[config.mk]
export PLATFORM = sky130hd
export DESIGN_NAME = multicycle_controller
export DESIGN_NICKNAME = d
export VERILOG_FILES = /design/src/rtl/riscv_pkg.sv /design/src/rtl/imm_src_decoder.sv /design/src/rtl/multicycle_controller.sv
export SDC_FILE = /design/constraint.sdc
export NUM_CORES = 1
export LEC_CHECK = 0
export ABC_AREA = 1
export CAP_MARGIN = 30
export CORE_ASPECT_RATIO = 1.25
export CORE_UTILIZATION = 34
export DETAILED_ROUTE_END_ITERATION = 12
export GPL_ROUTABILITY_DRIVEN = 0
export HOLD_SLACK_MARGIN = 0.08
export PLACE_DENSITY = 0.75
export SLEW_MARGIN = 10
export SYNTH_ARGS = -nofsm -noshare
export SYNTH_HDL_FRONTEND = slang
export SYNTH_HIERARCHICAL = 1
export SYNTH_SLANG_ARGS = --single-unit
[constraint.sdc]
create_clock -name clk -period 1.11 [get_ports clk]
set_clock_uncertainty 0.05 [all_clocks]
set_input_delay 0.222 -clock clk [delete_from_list [all_inputs] [get_ports clk]]
set_output_delay 0.222 -clock clk [all_outputs]
set_load 0.01 [all_outputs]
[src/rtl/riscv_pkg.sv]
// Shared encodings for the RISC-V cores: opcodes, ALU/mux select codes and
// the multi-cycle controller state type.
package riscv_pkg;

    localparam logic [6:0] OP_LW  = 7'b0000011;
    localparam logic [6:0] OP_SW  = 7'b0100011;
    localparam logic [6:0] OP_R   = 7'b0110011;
    localparam logic [6:0] OP_I   = 7'b0010011;
    localparam logic [6:0] OP_BEQ = 7'b1100011;
    localparam logic [6:0] OP_JAL = 7'b1101111;

    localparam logic [1:0] ALUOP_ADD   = 2'b00;
    localparam logic [1:0] ALUOP_SUB   = 2'b01;
    localparam logic [1:0] ALUOP_FUNCT = 2'b10;

    localparam logic [1:0] RESULT_ALUOUT    = 2'b00;
    localparam logic [1:0] RESULT_DATA      = 2'b01;
    localparam logic [1:0] RESULT_ALURESULT = 2'b10;

    localparam logic [1:0] SRCA_PC    = 2'b00;
    localparam logic [1:0] SRCA_OLDPC = 2'b01;
    localparam logic [1:0] SRCA_RS1   = 2'b10;

    localparam logic [1:0] SRCB_RS2  = 2'b00;
    localparam logic [1:0] SRCB_IMM  = 2'b01;
    localparam logic [1:0] SRCB_FOUR = 2'b10;

    localparam logic [1:0] IMM_I = 2'b00;
    localparam logic [1:0] IMM_S = 2'b01;
    localparam logic [1:0] IMM_B = 2'b10;
    localparam logic [1:0] IMM_J = 2'b11;

    typedef enum logic [3:0] {
        S_FETCH    = 4'd0,
        S_DECODE   = 4'd1,
        S_MEMADR   = 4'd2,
        S_MEMREAD  = 4'd3,
        S_MEMWB    = 4'd4,
        S_MEMWRITE = 4'd5,
        S_EXECR    = 4'd6,
        S_EXECI    = 4'd7,
        S_JAL      = 4'd8,
        S_ALUWB    = 4'd9,
        S_BEQ      = 4'd10,
        S_TRAP     = 4'd11
    } ctrl_state_t;

endpackage

[src/rtl/imm_src_decoder.sv]
// Immediate-format select from the opcode; shared by the single- and
// multi-cycle cores, so it stays purely combinational.
module imm_src_decoder
    import riscv_pkg::*;
(
    input  logic [6:0] op,
    output logic [1:0] ImmSrc
);

    // Opcode to immediate format; unknown opcodes fall back to I-type
    always_comb begin
        ImmSrc = IMM_I;
        case (op)
            OP_LW:   ImmSrc = IMM_I;
            OP_I:    ImmSrc = IMM_I;
            OP_SW:   ImmSrc = IMM_S;
            OP_BEQ:  ImmSrc = IMM_B;
            OP_JAL:  ImmSrc = IMM_J;
            default: ImmSrc = IMM_I;
        endcase
    end

endmodule

[src/rtl/multicycle_controller.sv]
// Main control FSM of the multi-cycle RISC-V core: sequences fetch, decode,
// execute, memory and writeback over 3-5 cycles with a memory-ready handshake.
module multicycle_controller
    import riscv_pkg::*;
#(
    parameter bit TRAP_ON_ILLEGAL = 1'b1
) (
    input  logic       clk,
    input  logic       reset,
    input  logic [6:0] op,
    input  logic       zero,
    input  logic       MemReady,
    output logic       PCWrite,
    output logic       AdrSrc,
    output logic       MemWrite,
    output logic       IRWrite,
    output logic [1:0] ResultSrc,
    output logic [1:0] ALUSrcA,
    output logic [1:0] ALUSrcB,
    output logic [1:0] ALUOp,
    output logic [1:0] ImmSrc,
    output logic       RegWrite,
    output logic       Illegal,
    output logic [3:0] State
);

    ctrl_state_t state_r;
    ctrl_state_t state_next_s;
    logic        pc_update_s;
    logic        branch_s;
    logic        ir_write_s;
    logic        mem_write_s;
    logic        reg_write_s;
    logic        illegal_s;

    imm_src_decoder u_imm_src_decoder (
        .op     (op),
        .ImmSrc (ImmSrc)
    );

    // State register with synchronous reset to FETCH
    always_ff @(posedge clk) begin
        if (reset) begin
            state_r <= S_FETCH;
        end else begin
            state_r <= state_next_s;
        end
    end

    // Next-state and Moore output decode; unlisted outputs stay 0
    always_comb begin
        state_next_s = S_FETCH;
        pc_update_s  = 1'b0;
        branch_s     = 1'b0;
        ir_write_s   = 1'b0;
        mem_write_s  = 1'b0;
        reg_write_s  = 1'b0;
        illegal_s    = 1'b0;
        AdrSrc       = 1'b0;
        ResultSrc    = RESULT_ALUOUT;
        ALUSrcA      = SRCA_PC;
        ALUSrcB      = SRCB_RS2;
        ALUOp        = ALUOP_ADD;
        case (state_r)
            S_FETCH: begin
                ALUSrcB     = SRCB_FOUR;
                ResultSrc   = RESULT_ALURESULT;
                // PC and IR update only on the completing cycle, so waits never double-step the PC
                ir_write_s  = MemReady;
                pc_update_s = MemReady;
                if (MemReady) begin
                    state_next_s = S_DECODE;
                end else begin
                    state_next_s = S_FETCH;
                end
            end
            S_DECODE: begin
                ALUSrcA = SRCA_OLDPC;
                ALUSrcB = SRCB_IMM;
                case (op)
                    OP_LW:   state_next_s = S_MEMADR;
                    OP_SW:   state_next_s = S_MEMADR;
                    OP_R:    state_next_s = S_EXECR;
                    OP_I:    state_next_s = S_EXECI;
                    OP_JAL:  state_next_s = S_JAL;
                    OP_BEQ:  state_next_s = S_BEQ;
                    default: begin
                        illegal_s    = 1'b1;
                        state_next_s = TRAP_ON_ILLEGAL ? S_TRAP : S_FETCH;
                    end
                endcase
            end
            S_MEMADR: begin
                ALUSrcA = SRCA_RS1;
                ALUSrcB = SRCB_IMM;
                if (op == OP_LW) begin
                    state_next_s = S_MEMREAD;
                end else begin
                    state_next_s = S_MEMWRITE;
                end
            end
            S_MEMREAD: begin
                AdrSrc = 1'b1;
                if (MemReady) begin
                    state_next_s = S_MEMWB;
                end else begin
                    state_next_s = S_MEMREAD;
                end
            end
            S_MEMWB: begin
                ResultSrc    = RESULT_DATA;
                reg_write_s  = 1'b1;
                state_next_s = S_FETCH;
            end
            S_MEMWRITE: begin
                AdrSrc      = 1'b1;
                mem_write_s = 1'b1;
                if (MemReady) begin
                    state_next_s = S_FETCH;
                end else begin
                    state_next_s = S_MEMWRITE;
                end
            end
            S_EXECR: begin
                ALUSrcA      = SRCA_RS1;
                ALUSrcB      = SRCB_RS2;
                ALUOp        = ALUOP_FUNCT;
                state_next_s = S_ALUWB;
            end
            S_EXECI: begin
                ALUSrcA      = SRCA_RS1;
                ALUSrcB      = SRCB_IMM;
                ALUOp        = ALUOP_FUNCT;
                state_next_s = S_ALUWB;
            end
            S_JAL: begin
                ALUSrcA      = SRCA_OLDPC;
                ALUSrcB      = SRCB_FOUR;
                pc_update_s  = 1'b1;
                state_next_s = S_ALUWB;
            end
            S_ALUWB: begin
                reg_write_s  = 1'b1;
                state_next_s = S_FETCH;
            end
            S_BEQ: begin
                ALUSrcA      = SRCA_RS1;
                ALUSrcB      = SRCB_RS2;
                ALUOp        = ALUOP_SUB;
                branch_s     = 1'b1;
                state_next_s = S_FETCH;
            end
            S_TRAP: begin
                illegal_s    = 1'b1;
                state_next_s = S_TRAP;
            end
            default: begin
                state_next_s = S_FETCH;
            end
        endcase
    end

    // Enables are masked during reset so an aborted instruction writes nothing
    assign PCWrite  = ~reset & (pc_update_s | (branch_s & zero));
    assign IRWrite  = ~reset & ir_write_s;
    assign MemWrite = ~reset & mem_write_s;
    assign RegWrite = ~reset & reg_write_s;
    assign Illegal  = ~reset & illegal_s;
    assign State    = state_r;

endmodule

After elaboration in Yosys (flattened, before gate mapping)

Index checks and enable logic that the tools add are counted.

Logic and storage cells: 56
RAM bits: 0
Memories: 0
Memory bits (read-only): 0
Output and inout bits: 20
Input bits: 11
Bits in latches: 0
Flip-flop bits (word level): 4

Divide/modulo/power cells: 0
$lt $le $gt $ge: 0
Reduce and logical (&&, ||, !) cells: 11
Eq/ne operators: 17
Bitwise gates (word level): 8
Muxes and demuxes: 19
$add $sub $neg: 0
Multipliers: 0
Shift-type cells: 0

Operators with widths:

| cell                                                             | count |
|---|---|
| 4-bit one-hot mux with 7 select lines                            | 1 |
| 4-bit one-hot mux with 5 select lines                            | 1 |
| 4-bit by 3-bit == test with 1-bit output (second input constant) | 4 |
| 4-bit == test (second input constant)                            | 4 |
| 2-bit one-hot mux with 2 select lines                            | 4 |
| 7-bit by 6-bit == test with 1-bit output (second input constant) | 2 |
| 7-bit == test (second input constant)                            | 2 |
| 2-bit OR reduction                                               | 6 |
| 3-bit 2-to-1 mux                                                 | 3 |
| 4-bit by 2-bit == test with 1-bit output (second input constant) | 2 |
| 7-bit by 2-bit == test with 1-bit output (second input constant) | 1 |
| 7-bit by 5-bit == test with 1-bit output (second input constant) | 1 |
| 1-bit 2-to-1 mux                                                 | 7 |
| 1-bit AND                                                        | 6 |
| 2-bit one-hot mux with 3 select lines                            | 1 |
| 3-bit OR reduction                                               | 2 |
| 6-bit OR reduction                                               | 1 |
| 4-bit by 1-bit == test with 1-bit output (second input constant) | 1 |
| 4-bit logical NOT                                                | 1 |
| 1-bit one-hot mux with 2 select lines                            | 2 |
| 4-bit OR reduction                                               | 1 |
| 1-bit inverter                                                   | 1 |
| 1-bit OR                                                         | 1 |

Logic depth before layout (Yosys ltp)

Gate-level depths: netlist (run 1).

Depth after elaboration: 5
Gate-level depth with buffers: 9
Depth with buffers taken out: 9

Hierarchy

Netlist (run 1), hierarchy kept.

By module, submodules not included:

| module                | times used | sequential area each (µm²) | area an instance (µm²) | cells each |
|---|---|---|---|---|
| multicycle_controller | 1          | 80.1                       | 490.5                  | 87 |
| imm_src_decoder       | 1          | 0.0                        | 68.8                   | 17 |

Least setup slack after synthesis (run 1)

Ideal clock, no wire load.

Path kind: register to output
Start point: register state_r[2], in the netlist State[2]
End point: output port RegWrite
Stages on the path, launching flop included: 7
Path buffers: 0
Data arrival time: 1.135 ns
Slack: -0.297 ns
Cells stage by stage: dfxtp_1 > inv_2 > nor2_4 > inv_1 > nor2_1 > a21oi_1 > nor2_1

Word-level cells in the longest chain between the ends: 4
Elaborated cells between the ends (all ways): 5

RTL lines:

| element                                                                   | line                         | source |
|---|---|---|
| from (decl)                                                               | multicycle_controller.sv:27  | `ctrl_state_t state_r;` |
| from (signal assigned)                                                    | multicycle_controller.sv:46  | `state_r <= state_next_s;` |
| 4-bit == test or 4-bit by 3-bit == test with 1-bit output (tied branches) | multicycle_controller.sv:64  | `case (state_r)` |
| 2-bit OR reduction (no source line) *                                     | --                           |  |
| 1-bit 2-to-1 mux *                                                        | multicycle_controller.sv:64  |  |
| 1-bit AND *                                                               | multicycle_controller.sv:167 | `assign RegWrite = ~reset & reg_write_s;` |
| to (decl)                                                                 | multicycle_controller.sv:22  | `output logic RegWrite,` |

Mark *: on every way between the ends. The rest lies on a longest branch, timed or not.

Worst setup path in the final report (run 1)

Start point: register state_r[3], in the netlist State[3]
End point: output port Illegal

Word-level cells in the longest chain between the ends: 3
Elaborated cells between the ends (all ways): 4

RTL lines:

| element                                                                   | line                         | source |
|---|---|---|
| 4-bit == test or 4-bit by 1-bit == test with 1-bit output (tied branches) | multicycle_controller.sv:64  |  |
| 1-bit one-hot mux with 2 select lines *                                   | multicycle_controller.sv:64  |  |
| 1-bit AND *                                                               | multicycle_controller.sv:168 | `assign Illegal = ~reset & illegal_s;` |
| to (decl)                                                                 | multicycle_controller.sv:23  | `output logic Illegal,` |

Marked as above.

==> results.json, run 1 <==
{
  "outcome": "finished with violations",
  "violations": "setup timing",
  "drive_above_1_share": 0.6708,
  "syn_inst": 104,
  "path_max_fanout": 4,
  "comb_power_share": 0.782,
  "power_switching_w": 0.001178,
  "grt_pass1_wl_um": 2939,
  "ys_warn_count": 6,
  "tightest_slew_ps": 342.9,
  "worst_ep_required_time_ps": 840,
  "synth.area.mux_share": 0,
  "max_cap_viol_count": 0,
  "drtPass1Iterations": 4,
  "cpLargestDelayFamily": "simple AND/OR/NAND/NOR gates",
  "clock-sinks": 4,
  "fp.dieArea_mm2": 0.001812,
  "ctsRootBufferMaster": "clkbuf_4",
  "synth_fa_ha_area_frac": 0,
  "htreeDepth": 1,
  "ir_worst_vdd_v": 0.001274,
  "setup_violations": 19,
  "crit_buf_inv": 2,
  "clock_latency_ps": 230,
  "gr-total-overflow": 0,
  "drv_slew": 0,
  "path_common_cell": "nor2_4",
  "synthToLayoutAreaGrowth_pct": 116.1,
  "finalCritPeriodShare": 1.396,
  "clk_pin_slew_worst_paths_ps": 40,
  "power.density_mw_per_mm2": 2011,
  "synth-xor-area-share": 0.01566,
  "min_path_type": "primary input to register",
  "start_util": 0.3582,
  "row_count": 16,
  "stdcell_area_mm2": 0.001209,
  "vias_per_cell": 4.743,
  "critical-path-slowest-cell": "dfxtp_4",
  "period_needed_ps": 1549,
  "coreArea_mm2": 0.001562,
  "ys_seq_area_frac": 0.1432,
  "worst_slack_ps": -439.1,
  "fin_nets": 174,
  "mostFrequentLayoutCell": "buf_6",
  "final_cell_mix": "19 x buf_6, 17 x buf_2, 16 x nand2_1",
  "leakage_nw": 0.6583,
  "wl_per_cell_um": 11.21,
  "grt_use_total": 0.2279,
  "syn_avg_cell_area_um2": 5.378,
  "clock.fmax_ghz": 0.6455,
  "rsz0062_at_grt": "true",
  "cts_tree": "yes",
  "slowest_delay_ps": 360,
  "endpoint_kind": "output port",
  "grt_max_degree": 8,
  "fp.dieW_um": 38.28,
  "swShare": 0.4844,
  "syn-cell-area_um2": 559.3,
  "place_ws_ps": -906.7,
  "die_h_um": 47.35,
  "largest_reg_flops": 4,
  "postPlaceCellArea_mm2": 0.001072,
  "ioPinCount": 31,
  "syn-num-nets": 115,
  "synth_compound_gate_area_share": 0.09172,
  "drc": 0,
  "hold_viol_final": 0,
  "portBuffers": 30,
  "synthSimpleGateAreaFrac": 0.6085,
  "cts_buffers": 3,
  "power_frac_seq": 0.144,
  "crit_type": "register to output port",
  "hold_buffers": 0,
  "n_fill_cell": 120,
  "antenna_cells": 0,
  "vias": 849,
  "antenna_found_initial": 0,
  "pwr-share-clk": 0.073,
  "dpl.hpwl_um": 1438,
  "p_int_w": 0.001254,
  "synth_top_family_by_area": "simple AND/OR/NAND/NOR gates",
  "antenna_left": 0,
  "grt_pass1_vias": 772,
  "crit_path_start_kind": "register",
  "cts_buffer_depth": 2,
  "synth.distinct_cells": 17,
  "worstPathArrival_ps": 1280,
  "ys_ff_latch": 4,
  "utilization": 0.7740,
  "path_cells": "nor2_4 > nand2_4 > inv_2 > nand2_2 > nor2_4 > o21a_1 > buf_2",
  "drtIter0Drc": 14,
  "relSlewSlack": 0.7707,
  "drt_wl_total_um": 2006
}
## synthesized netlist by cell type (all sizes together)
library cell | count | area share
o21a | 1 | 0.013
nor2 | 30 | 0.29
nand2 | 30 | 0.24
dfxtp | 4 | 0.14
o211ai | 1 | 0.013
a21oi | 3 | 0.027
xnor2 | 1 | 0.016
a31oi | 1 | 0.011
inv | 20 | 0.13
nand3 | 9 | 0.081
buf | 1 | 0.0067
o21ai | 3 | 0.027
## timing repair
action	4_1_cts	5_1_grt
setup buffers	3	4
cloned	0	0
pin swaps	22	18
endpoints found under the setup margin	24	22
resized for setup	137	29
## routing by layer
layer,vias up,routed length [um],track usage
li1,429,-,-
met1,377,711,0.2210
met2,35,1132,0.4847
met3,8,91,0.01896
met4,0,70,0.07143
met5,-,0,0
## area by class of cell
type / count / area [um2] / area share
Tap cell: 18 / 22.52 / 0.01863
Clock buffer: 3 / 22.52 / 0.01863
Multi-Input combinational cell: 79 / 528.0 / 0.4369
Inverter: 20 / 87.58 / 0.07246
Timing Repair Buffer: 55 / 452.9 / 0.3747
Sequential cell: 4 / 95.09 / 0.07867
## worst reg2reg max path, cell delays in order, from the launching register on
cell	delay (ps)
dfxtp_4	370
inv_4	50
nor2_4	180
buf_6	130
nand2_4	50
buf_6	120
buf_6	110
nand2_4	50
nor2_4	40
nand3_1	70
nor2_1	50
nor2_1	90
## through the flow
step	total power [W]	instances	hold WS, ps	TNS (ps)
after CTS	0.002236	177	418.1	-5551
after detailed placement	0.002017	171	668.6	-11820
after floorplan	0.001138	104	391.1	-426.4
final	0.002431	179	429.4	-5896
after global placement	0.001989	171	655.1	-11500
after global routing	0.002638	179	491.3	-7185
## cell families after synthesis
family	after synthesis
buf+inv	21
flops	4
simple gates	69
compound gates	9
xor+xnor	1
## path summary, 6_finish.rpt
| kind | startpoint | end | slack, ps | cells past startpoint |
|---|---|---|---|---|
| worst max-delay path | State[3]$_SDFF_PP0_ | Illegal | -440 | 7 |
| worst min-delay path | op[4] | State[1]$_SDFF_PP0_ | 430 | 7 |
| worst max register to register | State[2]$_SDFF_PP0_ | State[0]$_SDFF_PP0_ | -310 | 11 |
| worst min register to register | State[2]$_SDFF_PP0_ | State[3]$_SDFF_PP0_ | 720 | 5 |
## power by group through the flow
| stage | sequential, W | clock [W] | combinational, W |
|---|---|---|---|
| CTS | 0.000346 | 0.000181 | 0.00171 |
| floorplan | 0.000344 | 0 | 0.000794 |
| global placement | 0.000321 | 0 | 0.00167 |
| global route | 0.000363 | 0.000202 | 0.00207 |
| finish | 0.000351 | 0.000178 | 0.00190 |
| detailed placement | 0.000330 | 0 | 0.00169 |
Note: power is estimated with default switching activity, not from simulation.
==> run 2, diff against run 1 <==
--- a/config.mk
+++ b/config.mk
@@ -13,6 +13,7 @@
 export GPL_ROUTABILITY_DRIVEN = 0
 export HOLD_SLACK_MARGIN = 0.08
 export PLACE_DENSITY = 0.75
+export SETUP_SLACK_MARGIN = 0.4
 export SLEW_MARGIN = 10
 export SYNTH_ARGS = -nofsm -noshare
 export SYNTH_HDL_FRONTEND = slang
==> run 2 against run 1 <==
Effect of this change:
- the run still ends with setup timing left
- final area increased by 16%
- utilization rose by 13 points
- largest cell class is now buffers
- worst setup slack worse by 68 ps
- cell count increased by 6.7%
- fmax is 4.2% lower
- sequential share of layout area shrank 1.1 points
- combinational power rose by 21%
- hold slack gained 54 ps
- highest routed layer unchanged
- non-clock buffer count grew 12
- wire length up 50%
- total power is 17% higher
- global-route usage increased by 7.1 points
==> results.json, run 2 (same netlist as run 1, synthesis figures left out) <==
{
  "clock-sinks": 4,
  "clock_latency_ps": 240,
  "antenna_found_initial": 0,
  "relSlewSlack": 0.7323,
  "row_count": 16,
  "ioPinCount": 31,
  "cts_buffer_depth": 2,
  "finalCritPeriodShare": 1.457,
  "power.density_mw_per_mm2": 2029,
  "grt_pass1_vias": 930,
  "drtPass1Iterations": 6,
  "cts_tree": "yes",
  "r2r_cells": 11,
  "drive_above_1_share": 0.7341,
  "synthToLayoutAreaGrowth_pct": 151.5,
  "dpl.hpwl_um": 1688,
  "htreeDepth": 1,
  "fp.dieArea_mm2": 0.001812,
  "path_max_fanout": 3,
  "antenna_cells": 0,
  "fin_nets": 186,
  "stdcell_area_mm2": 0.001406,
  "leakage_nw": 0.7432,
  "crit_type": "register to output port",
  "grt_pass1_wl_um": 3712,
  "setup_violations": 21,
  "violations": "setup timing",
  "drv_slew": 0,
  "worst_slack_ps": -507.4,
  "cts_buffers": 3,
  "gr-total-overflow": 0,
  "endpoint_kind": "output port",
  "drt_wl_total_um": 3005,
  "ctsRootBufferMaster": "clkbuf_4",
  "outcome": "finished with violations",
  "worstPathArrival_ps": 1350,
  "whs_endpoint": "State[1]$_SDFF_PP0_",
  "grtUsageMet3": 0.03791,
  "vias": 983,
  "min_path_type": "primary input to register",
  "slowest_delay_ps": 360,
  "hold_path_depth": 7,
  "critical-path-slowest-cell": "dfxtp_4",
  "tightest_slew_ps": 401.5,
  "mostFrequentLayoutCell": "buf_6",
  "final.setup.tns_ps": -6951,
  "worst_r2r_startpoint": "State[2]$_SDFF_PP0_",
  "grt_use_total": 0.2987,
  "crit_buf_inv": 3,
  "fp.dieW_um": 38.28,
  "grt_max_degree": 8,
  "die_h_um": 47.35,
  "hold_viol_final": 0,
  "wl_per_cell_um": 15.73,
  "drc": 0,
  "use_met1": 0.2068,
  "coreArea_mm2": 0.001562,
  "path_cells": "nor2_4 > buf_6 > nand2_4 > inv_4 > nand2_4 > nor2_4 > o21a_1 > buf_2",
  "start_util": 0.3582,
  "postPlaceCellArea_mm2": 0.001147,
  "clock.fmax_ghz": 0.6183,
  "final_cell_mix": "24 x buf_6, 21 x buf_4, 13 x buf_2",
  "ff2ff_setup_slack_ps": -350,
  "utilization": 0.9006,
  "cpLargestDelayFamily": "flip-flops",
  "vias_per_cell": 5.147,
  "antenna_left": 0,
  "clk_pin_slew_worst_paths_ps": 40,
  "grt-busiest-layer": "met2",
  "use_met2": 0.7051,
  "crit_path_start_kind": "register",
  "max_cap_viol_count": 0,
  "hp-start": "op[4]",
  "period_needed_ps": 1617,
  "rsz0062_at_grt": "true",
  "drtIter0Drc": 15,
  "worst_ep_required_time_ps": 840,
  "largest_reg_flops": 4,
  "portBuffers": 30,
  "timing.rr.end": "State[0]$_SDFF_PP0_",
  "ir_worst_vdd_v": 0.001623
}
[run 2: cell type report]
| type | count | area, um2 |
|---|---|---|
| tap | 18 | 22.52 |
| fill | 72 | 155.1 |
| sequential | 4 | 95.09 |
| clock buffer | 3 | 22.52 |
| multi-input combinational | 79 | 571.8 |
| inverter | 20 | 105.1 |
| timing repair buffer | 67 | 589.3 |
[run 2: where the power goes]
group          leakage [nW]  switching (W)  internal (W)
clock                0.0138      0.0000673      0.000121
combinational         0.694        0.00119       0.00111
sequential           0.0356       0.000139      0.000229
[run 2: timing repair]
action	CTS	global route
hold buffers	0	0
setup endpoints to repair	24	24
gates resized for setup	138	25
pin swaps	28	9
buffers inserted	10	3
[run 2: worst max path at each step]
stage | from | endpoint | slack (ps) | cells past startpoint
4_1_cts | State[3]$_SDFF_PP0_ | Illegal | -480 | 8
3_3_place_gp | op[2] | Illegal | -940 | 8
3_5_place_dp | op[2] | Illegal | -990 | 8
2_1_floorplan | State[2]$_SDFF_PP0_ | RegWrite | -130 | 6
6_report | State[2]$_SDFF_PP0_ | Illegal | -510 | 8
5_1_grt | State[0]$_SDFF_PP0_ | Illegal | -580 | 8
[run 2: tightest hold or removal path, cell delays in order]
cell and delay (ps):
buf_2 90, nor2_1 60, nand3_1 120, nand2_4 70
nand3_1 60, nor2_1 50, nor2_1 70
[run 2: layer usage]
layer / part of all wire / up-vias
li1: - / 454
met1: 0.31 / 445
met2: 0.57 / 62
met3: 0.046 / 22
met4: 0.076 / 0
met5: 0 / -
[run 2: metrics by stage]
| stage | std cells | worst slack [ps] | hold slack (ps) | power (W) |
|---|---|---|---|---|
| floorplan | 104 | -130.4 | 388.8 | 0.001171 |
| global placement | 175 | -938.5 | 630.4 | 0.002050 |
| detailed placement | 175 | -990.7 | 647.2 | 0.002092 |
| CTS | 188 | -475.7 | 472.4 | 0.002431 |
| global route | 191 | -577.9 | 496.6 | 0.003012 |
| finish | 191 | -507.4 | 483.2 | 0.002853 |
